File: config.mk
export PLATFORM = sky130hd
export DESIGN_NAME = bcd_counter_display
export DESIGN_NICKNAME = d
export VERILOG_FILES = /design/src/rtl/bcd_display_pkg.sv /design/src/rtl/bcd_digit_cell.sv /design/src/rtl/bcd_counter_display.sv
export SDC_FILE = /design/constraint.sdc
export NUM_CORES = 1
export LEC_CHECK = 0
export CORE_MARGIN = 8
export CORE_UTILIZATION = 50
export CTS_CLUSTER_SIZE = 28
export DETAILED_ROUTE_END_ITERATION = 16
export GPL_TIMING_DRIVEN = 0
export HOLD_SLACK_MARGIN = 0.15
export PLACE_DENSITY = 0.74
export SLEW_MARGIN = 20
export SYNTH_ARGS = -nofsm -noshare
export SYNTH_HDL_FRONTEND = slang
export SYNTH_SLANG_ARGS = --single-unit
File: constraint.sdc
create_clock -name clk -period 2.13 [get_ports clk]
set_input_delay 0.3195 -clock clk [delete_from_list [all_inputs] [get_ports clk]]
set_output_delay 0.3195 -clock clk [all_outputs]
set_load 0.01 [all_outputs]
File: src/rtl/bcd_display_pkg.sv
// Shared constants and helpers for the BCD counter and its 7-segment display.
package bcd_display_pkg;

    localparam logic [3:0] BCD_MAX   = 4'd9;
    localparam logic [6:0] SEG_BLANK = 7'h00;

    // Active-high patterns {g,f,e,d,c,b,a}, element 0 is the digit "0".
    localparam logic [9:0][6:0] SEG7 = {
        7'h6F, 7'h7F, 7'h07, 7'h7D, 7'h6D,
        7'h66, 7'h4F, 7'h5B, 7'h06, 7'h3F
    };

    function automatic logic [6:0] bcd_to_seg(input logic [3:0] digit);
        if (digit > BCD_MAX) begin
            return SEG_BLANK;
        end
        return SEG7[digit];
    endfunction

    function automatic logic [3:0] bcd_clamp(input logic [3:0] digit);
        return (digit > BCD_MAX) ? BCD_MAX : digit;
    endfunction

endpackage

File: src/rtl/bcd_digit_cell.sv
// One BCD digit of the counter chain: next value plus carry/borrow for the digit above.
module bcd_digit_cell
    import bcd_display_pkg::*;
(
    input  logic [3:0] i_digit,
    input  logic       i_up,
    input  logic       i_cin,
    output logic [3:0] o_next,
    output logic       o_cout,
    output logic       o_is_nine,
    output logic       o_is_zero
);

    always_comb begin
        o_is_nine = (i_digit == BCD_MAX);
        o_is_zero = (i_digit == 4'd0);
        o_next    = i_digit;
        if (i_cin) begin
            if (i_up) begin
                o_next = o_is_nine ? 4'd0 : i_digit + 4'd1;
            end else begin
                o_next = o_is_zero ? BCD_MAX : i_digit - 4'd1;
            end
        end
        // Carry (up) or borrow (down) ripples only through saturated digits.
        o_cout = i_cin & (i_up ? o_is_nine : o_is_zero);
    end

endmodule

File: src/rtl/bcd_counter_display.sv
// N-digit BCD up/down counter with prescaled tick, load, wrap/saturate and a
// time-multiplexed 7-segment output stage.
module bcd_counter_display
    import bcd_display_pkg::*;
#(
    parameter int NUM_DIGITS     = 4,
    parameter int TICK_DIV       = 50_000_000,
    parameter int SCAN_DIV       = 50_000,
    parameter int SEG_ACTIVE_LOW = 1
) (
    input  logic                    clk,
    input  logic                    reset,
    input  logic                    en,
    input  logic                    up_down,
    input  logic                    wrap_en,
    input  logic                    load,
    input  logic [4*NUM_DIGITS-1:0] load_value,
    output logic [4*NUM_DIGITS-1:0] count,
    output logic                    at_limit,
    output logic                    rollover,
    output logic [6:0]              seg,
    output logic [NUM_DIGITS-1:0]   digit_sel
);

    localparam int CW = 4 * NUM_DIGITS;
    localparam int PW = (TICK_DIV > 1) ? $clog2(TICK_DIV) : 1;
    localparam int SW = (SCAN_DIV > 1) ? $clog2(SCAN_DIV) : 1;
    localparam int IW = (NUM_DIGITS > 1) ? $clog2(NUM_DIGITS) : 1;

    localparam logic [PW-1:0] PRESC_LAST = PW'(TICK_DIV - 1);
    localparam logic [SW-1:0] SCAN_LAST  = SW'(SCAN_DIV - 1);
    localparam logic [IW-1:0] IDX_LAST   = IW'(NUM_DIGITS - 1);

    localparam logic [6:0]            SEG_POL = (SEG_ACTIVE_LOW != 0) ? 7'h7F : 7'h00;
    localparam logic [NUM_DIGITS-1:0] SEL_POL = (SEG_ACTIVE_LOW != 0) ? {NUM_DIGITS{1'b1}}
                                                                      : {NUM_DIGITS{1'b0}};

    logic [CW-1:0]         r_count;
    logic [PW-1:0]         r_presc;
    logic [SW-1:0]         r_scan;
    logic [IW-1:0]         r_idx;
    logic                  r_rollover;
    logic [6:0]            r_seg;
    logic [NUM_DIGITS-1:0] r_sel;

    logic [CW-1:0]         w_next;
    logic [CW-1:0]         w_load_clamped;
    logic [NUM_DIGITS:0]   w_carry;
    logic [NUM_DIGITS-1:0] w_is_nine;
    logic [NUM_DIGITS-1:0] w_is_zero;
    logic [3:0]            w_digit [NUM_DIGITS];
    logic [3:0]            w_cur_digit;
    logic                  w_tick;
    logic                  w_presc_last;
    logic                  w_limit_hit;

    // The chain always computes the stepped value; it is only committed on a tick.
    assign w_carry[0] = 1'b1;

    generate
        for (genvar gi = 0; gi < NUM_DIGITS; gi++) begin : g_digit
            bcd_digit_cell u_cell (
                .i_digit   (r_count[4*gi +: 4]),
                .i_up      (up_down),
                .i_cin     (w_carry[gi]),
                .o_next    (w_next[4*gi +: 4]),
                .o_cout    (w_carry[gi+1]),
                .o_is_nine (w_is_nine[gi]),
                .o_is_zero (w_is_zero[gi])
            );
            assign w_load_clamped[4*gi +: 4] = bcd_clamp(load_value[4*gi +: 4]);
            assign w_digit[gi]               = r_count[4*gi +: 4];
        end
    endgenerate

    assign w_presc_last = (r_presc == PRESC_LAST);
    assign w_tick       = en & ~load & w_presc_last;
    // Carry out of the top digit means every digit is at the limit for this direction.
    assign w_limit_hit  = w_carry[NUM_DIGITS];
    assign w_cur_digit  = w_digit[r_idx];

    always_ff @(posedge clk or negedge reset) begin
        if (!reset) begin
            r_presc    <= '0;
            r_count    <= '0;
            r_rollover <= 1'b0;
        end else begin
            if (!en || load || w_presc_last) begin
                r_presc <= '0;
            end else begin
                r_presc <= r_presc + PW'(1);
            end

            r_rollover <= 1'b0;
            if (load) begin
                r_count <= w_load_clamped;
            end else if (w_tick) begin
                if (!w_limit_hit || wrap_en) begin
                    r_count <= w_next;
                end
                r_rollover <= w_limit_hit & wrap_en;
            end
        end
    end

    always_ff @(posedge clk or negedge reset) begin
        if (!reset) begin
            r_scan <= '0;
            r_idx  <= '0;
            r_seg  <= SEG_BLANK ^ SEG_POL;
            r_sel  <= SEL_POL;
        end else begin
            if (r_scan == SCAN_LAST) begin
                r_scan <= '0;
                r_idx  <= (r_idx == IDX_LAST) ? '0 : r_idx + IW'(1);
            end else begin
                r_scan <= r_scan + SW'(1);
            end
            r_seg <= bcd_to_seg(w_cur_digit) ^ SEG_POL;
            r_sel <= (NUM_DIGITS'(1) << r_idx) ^ SEL_POL;
        end
    end

    assign count     = r_count;
    assign at_limit  = up_down ? (&w_is_nine) : (&w_is_zero);
    assign rollover  = r_rollover;
    assign seg       = r_seg;
    assign digit_sel = r_sel;

endmodule

# --- Yosys cells after proc, flatten, opt, wreduce, memory -nomap -nowiden ---
# Memories as Yosys holds them, arrays and structs flattened.
# Index checks and enable logic that the tools add are counted.
totals:
  reg_bits: 72
  elab_cells: 106
  latchBits: 0
  ramBits: 0
  n_memories: 1
  inputBits: 22
  rom_bits: 112
mem_list:
  columns: ["memory", "words", "width", "rd", "rd_ports_with_merged_regs", "wr", "line_no", "text"]
  rows:
  - ["(name not given)", 16, 7, 1, 0, 0, "bcd_display_pkg.sv:17", "return SEG7[digit];"]
op_classes:
  n_bitwise: 10
  n_reduce_logical: 20
  n_mul: 0
  n_addsub: 11
  eq_ne: 7
  order_cmp: 7
  div: 0
  n_shift: 1
  muxes: 39
op_table:
  columns: ["operator", "n"]
  rows:
  - ["$mux 4", 21]
  - ["$mux 16", 4]
  - ["$add 26x1->26 const B", 1]
  - ["$eq 26x26->1 const B", 1]
  - ["$mux 26", 1]
  - ["$mux 7", 3]
  - ["$gt 4x4->1 const B", 5]
  - ["$add 16x1->16 const B", 1]
  - ["$add 4x1->4 const B", 4]
  - ["$eq 16x16->1 const B", 1]
  - ["$eq 4x4->1 const B", 4]
  - ["$logic_not 4->1", 4]
  - ["$sub 4x1->4 const B", 4]
  - ["$reduce_bool 2->1", 5]
  - ["$reduce_and 3->1", 3]
  - ["$bmux 4 s2", 1]
  - ["$mux 1", 8]
  - ["$reduce_and 4->1", 2]
  - ["$not 7->7", 1]
  - ["$and 1x1->1", 6]
  - ["$lt 4x5->1 const B", 1]
  - ["$not 4->4", 1]
  - ["$shl 1x2->4 const A", 1]
  - ["$ge 3x3->1 const B", 1]
  - ["8 further kinds", 11]

# --- Depth between registers and ports, before layout ---
depth:
  word_depth: 10
  depth_mapped: 10
  mapped_depth_nobuf: 8

# --- Hierarchy ---
# From an unflattened synthesis, not the netlist that was laid out.
unflattened:
  hier_cells: 527
  area_unflattened_um2: 4858.4
modules_own_cells:
  columns: ["module", "cells_per_inst", "area_each_um2", "instances", "seq_area_each_um2"]
  rows:
  - ["bcd_counter_display", 383, 3832.4, 1, 1815.5]
  - ["bcd_digit_cell", 36, 256.5, 4, 0.0]

# --- Least setup slack after synthesis ---
# No wires, ideal clock.
synth_path:
  path_type: "reg2reg"
  start: "register r_presc[10]"
  end: "register r_count[10] (netlist: count[10])"
  synth_period_minus_slack_ns: 2.153
  t_required_ns: 2.006
  stages_incl_launch_ff: 6
  path_buffers: 0
  slack_ns: -0.023
  arrival_ns: 2.029
  path_cell_list: "dfrtp_1 > or4b_4 > nor4_4 > nand4_4 > o31a_1 > o31a_1"
synth_between:
  elab_chain_len: 4
synth_rtl:
  columns: ["item", "line_no", "text"]
  rows:
  - ["start: declaration", "bcd_counter_display.sv:39", "logic [PW-1:0] r_presc;"]
  - ["start signal: assignment", "bcd_counter_display.sv:91", "r_presc <= r_presc + PW'(1);"]
  - ["$eq 26x26->1", "bcd_counter_display.sv:76", "assign w_presc_last = (r_presc == PRESC_LAST);"]
  - ["$and 1x1->1", "bcd_counter_display.sv:77", "assign w_tick = en & ~load & w_presc_last;"]
  - ["$reduce_bool 2->1 (no source line)", null, null]
  - ["$reduce_and 3->1 (no source line)", null, null]
  - ["end signal: assignment", "bcd_counter_display.sv:96", "r_count <= w_load_clamped;"]
  - ["end signal: assignment", "bcd_counter_display.sv:99", "r_count <= w_next;"]
  - ["end: declaration", "bcd_counter_display.sv:38", "logic [CW-1:0] r_count;"]
# No other way between the ends.
# A chain may end at the register's enable or synchronous reset.

# --- Worst setup path in the final report ---
layout_path:
  start: "register r_count[7] (netlist: count[7])"
  end: "output port at_limit"
layout_between:
  elab_chain_len: 3
layout_rtl:
  columns: ["item", "line_no", "text"]
  rows:
  - ["$eq 4x4->1 / $logic_not 4->1 (equally long branches)", "bcd_digit_cell.sv:15, bcd_digit_cell.sv:16", null]
  - ["$reduce_and 4->1", "bcd_counter_display.sv:125", "assign at_limit = up_down ? (&w_is_nine) : (&w_is_zero);"]
  - ["$mux 1 (*)", "bcd_counter_display.sv:125", null]
  - ["end: declaration", "bcd_counter_display.sv:19", "output logic at_limit,"]
# Every way passes the cells marked *; elsewhere a longest branch is shown, timed or not.

==> flow_metrics.env <==
export IMPL_fin_util=0.686
export IMPL_grt_pass1_wl_mm=20.4
export IMPL_drtAntennaViolNets=0
export IMPL_worstMarginPinSlew_ns=0.676
export IMPL_seq_area_frac_synth=0.415
export IMPL_p_sw_uw=980
export IMPL_combPwrFrac=0.218
export IMPL_critPathRequiredTime_ns=1.81
export IMPL_tns_ns=-0.770
export IMPL_ys_warn_count=0
export IMPL_initial_core_util=0.510
export IMPL_synth_seq_cells=72
export IMPL_drt_iter0_drc=261
export IMPL_ys_flop_type="dfrtp_1"
export IMPL_worstSetupPathType="flop to output pin"
export IMPL_final_cell_mix="59 x nor2_1, 52 x dfrtp_1, 50 x buf_4"
export IMPL_p_per_area_nw_per_um2=568
export IMPL_grt_max_degree=47
export IMPL_core_area_um2=8590
export IMPL_hp_class="primary input to async pin"
export IMPL_synth_edf_count=0
export IMPL_cts_max_path_buffers=2
export IMPL_hold_viol=0
export IMPL_finalNonFillerCells=707
export IMPL_rows=34
export IMPL_slowest_delay_ns=0.41
export IMPL_r2r_cells=12
export IMPL_p_total_mw=3.35
export IMPL_path_clk_slew_ns=0.08
export IMPL_rsz0062_at_grt="true"
export IMPL_run_status="finished, violations left"
export IMPL_clock_sinks=72
export IMPL_layout_commonest_cell="nor2_1"
export IMPL_min_period_over_period=1.11
export IMPL_routabilityCongestion=0.918
export IMPL_crit_cells=6
export IMPL_pin_count=51
export IMPL_synth_fp_nets=525
export IMPL_grt_usage=0.216
export IMPL_finalSetupViolations=14
export IMPL_final_setup_skew_ns=0.00856
export IMPL_r2r_slack_ns=-0.14
export IMPL_dieArea_um2=12000
export IMPL_async_reset_ff_frac=1.00
export IMPL_drive_gt1_frac=0.249
export IMPL_timing_rr_end="rollover"
export IMPL_final_max_slew_viol_count=0
export IMPL_wire_per_inst_um=18.6
export IMPL_yosysUniqueCellTypes=61
export IMPL_drt_total_wl_mm=13.1
export IMPL_r2r_start="count[7]"
export IMPL_pwr_share_seq=0.445
export IMPL_place_inst=650
export IMPL_worst_setup_path_end_kind="output pin"
export IMPL_p_leak_nw=2.38
export IMPL_synth_avg_cell_area_um2=8.90
export IMPL_crit_chain="clkbuf_8, nor4_1, and4_1, nor2_1, nor4_2, buf_2"
export IMPL_cellInternalPower_mw=2.37
export IMPL_antenna_found_initial=0
export IMPL_clock_latency_ns=0.36
export IMPL_drtPass1Iterations=5
export IMPL_clkPwrFrac=0.336
export IMPL_p_sw_frac=0.293
export IMPL_vias_per_cell=6.03
export IMPL_vias=4265
export IMPL_antenna_cells=0
export IMPL_arrival_ns=2.04
export IMPL_dp_worst_setup_slack_ns=-0.862
export IMPL_fmax_mhz=425
export IMPL_fin_nets=627
export IMPL_maxSlewHeadroom=0.546
export IMPL_syn_inst=492
export IMPL_cp_num_buf_inv=2
export IMPL_route_detailed_drc=0
export IMPL_grt_pass1_vias=4185
export IMPL_vdd_drop_max_v=0.000357
export IMPL_path_delay_family="simple AND/OR/NAND/NOR gates"
export IMPL_syn_to_final_growth_pct=34.6
export IMPL_violations="negative setup slack"
export IMPL_die_w_um=110
export IMPL_cts_root_buf="clkbuf_8"
export IMPL_cap_violations=0
export IMPL_hpwl_mm=8.26
export IMPL_cts_tree="done"
export IMPL_netlist_area_um2=4380
export IMPL_die_y_um=110
export IMPL_cts_made_buffers=9
export IMPL_htreeDepth=3
export IMPL_cp_max_fo=3
export IMPL_portBuffers=49
export IMPL_cp_slowest_cell="dfrtp_1"
export IMPL_grt_ovfl_total=0
export IMPL_period_minus_slack_ns=2.35
export IMPL_setup_ws_ns=-0.225
export IMPL_crit_path_start_kind="flop"
## area by class of cell
class | count | area, µm²
fill | 644 | 2700
inverter | 26 | 97.6
sequential | 72 | 1830
clock buffer | 12 | 145
clock inverter | 4 | 53.8
buffer | 25 | 178
multi-input combinational | 361 | 2560
tap | 108 | 135
timing repair buffer | 99 | 901
## state kept, by name, summed over array words and instances (netlist names)
name,cells
r_presc,26
count,16
r_scan,16
seg,7
digit_sel,4
r_idx,2
rollover,1
## worst reg2reg max path, delay by kind of cell, from the launching register on
kind / cells / cell delay [ns]
buffers and inverters: 7 / 0.77
DFF: 1 / 0.41
and+or+nand+nor: 5 / 1.03
## power groups by stage
stage	combinational, mW	sequential [mW]	clock (mW)
6_report	0.731	1.49	1.13
5_1_grt	0.789	1.50	1.21
4_1_cts	0.662	1.49	1.14
3_5_place_dp	0.589	1.49	0
3_3_place_gp	0.567	1.49	0
2_1_floorplan	0.299	1.51	0
## how the worst max path moves through the flow
stage | end | startpoint | slack [ns]
after floorplan | count[10] | count[0] | 0.001
after global placement | count[15] | reset | -1.67
after detailed placement | at_limit | count[5] | -0.86
after CTS | at_limit | count[7] | -0.06
after global routing | at_limit | count[3] | -0.30
final | at_limit | count[7] | -0.22
## repair_timing
item,4_1_cts,5_1_grt
endpoints found under the hold margin,19,0
pin swaps,16,12
endpoints found under the setup margin,50,44
hold buffers,1,0
buffers inserted,34,14
gates resized for setup,50,46
## cells in the mapped netlist (4+ instances only)
library cell | instances | area, µm²
xnor2_1 | 25 | 219
o31a_1 | 5 | 43.8
buf_4 | 4 | 30.0
nor4_1 | 13 | 81.3
o21ai_0 | 17 | 85.1
nand4_1 | 9 | 56.3
xor2_1 | 18 | 158
dfrtp_1 | 61 | 1530
and3_1 | 9 | 56.3
mux4_2 | 4 | 90.1
a31oi_1 | 7 | 43.8
or2_2 | 4 | 25.0
o21a_1 | 4 | 30.0
clkbuf_1 | 26 | 97.6
ha_1 | 11 | 138
nand2_1 | 37 | 139
o211ai_1 | 5 | 37.5
nand3_1 | 23 | 115
and4_1 | 6 | 52.6
or3_1 | 10 | 62.6
nor3_1 | 27 | 135
inv_1 | 25 | 93.8
a21oi_1 | 15 | 75.1
nand3b_1 | 4 | 30.0
nor2_1 | 61 | 229
dfstp_2 | 11 | 289
## metal layers
| layer | wire length [µm] | part of all wire | global-route usage |
|---|---|---|---|
| met1 | 5300 | 0.40 | 0.266 |
| met2 | 6450 | 0.49 | 0.352 |
| met3 | 888 | 0.068 | 0.0434 |
| met4 | 490 | 0.037 | 0.111 |
| met5 | 0 | 0 | 0 |
## kinds of logic (layout without fill, tap and decap cells)
kind of cell	count (synthesis)	count (layout)	share of synthesized area
buffers and inverters	59	166	0.0546
xor gates and xnor gates	43	43	0.0860
muxes	5	5	0.0231
and+or+nand+nor	220	220	0.263
adders and majority gates	11	11	0.0314
AOI/OAI and AO/OA	82	82	0.127
DFF	72	72	0.415
## per-stage QoR
step,area [µm²],hold slack (ns)
2_1_floorplan,4390,0.0239
3_3_place_gp,5010,0.473
3_5_place_dp,5040,0.269
4_1_cts,5640,0.427
5_1_grt,5890,0.459
6_report,5890,0.421
No activity file was read; power rests on OpenSTA's default activity.
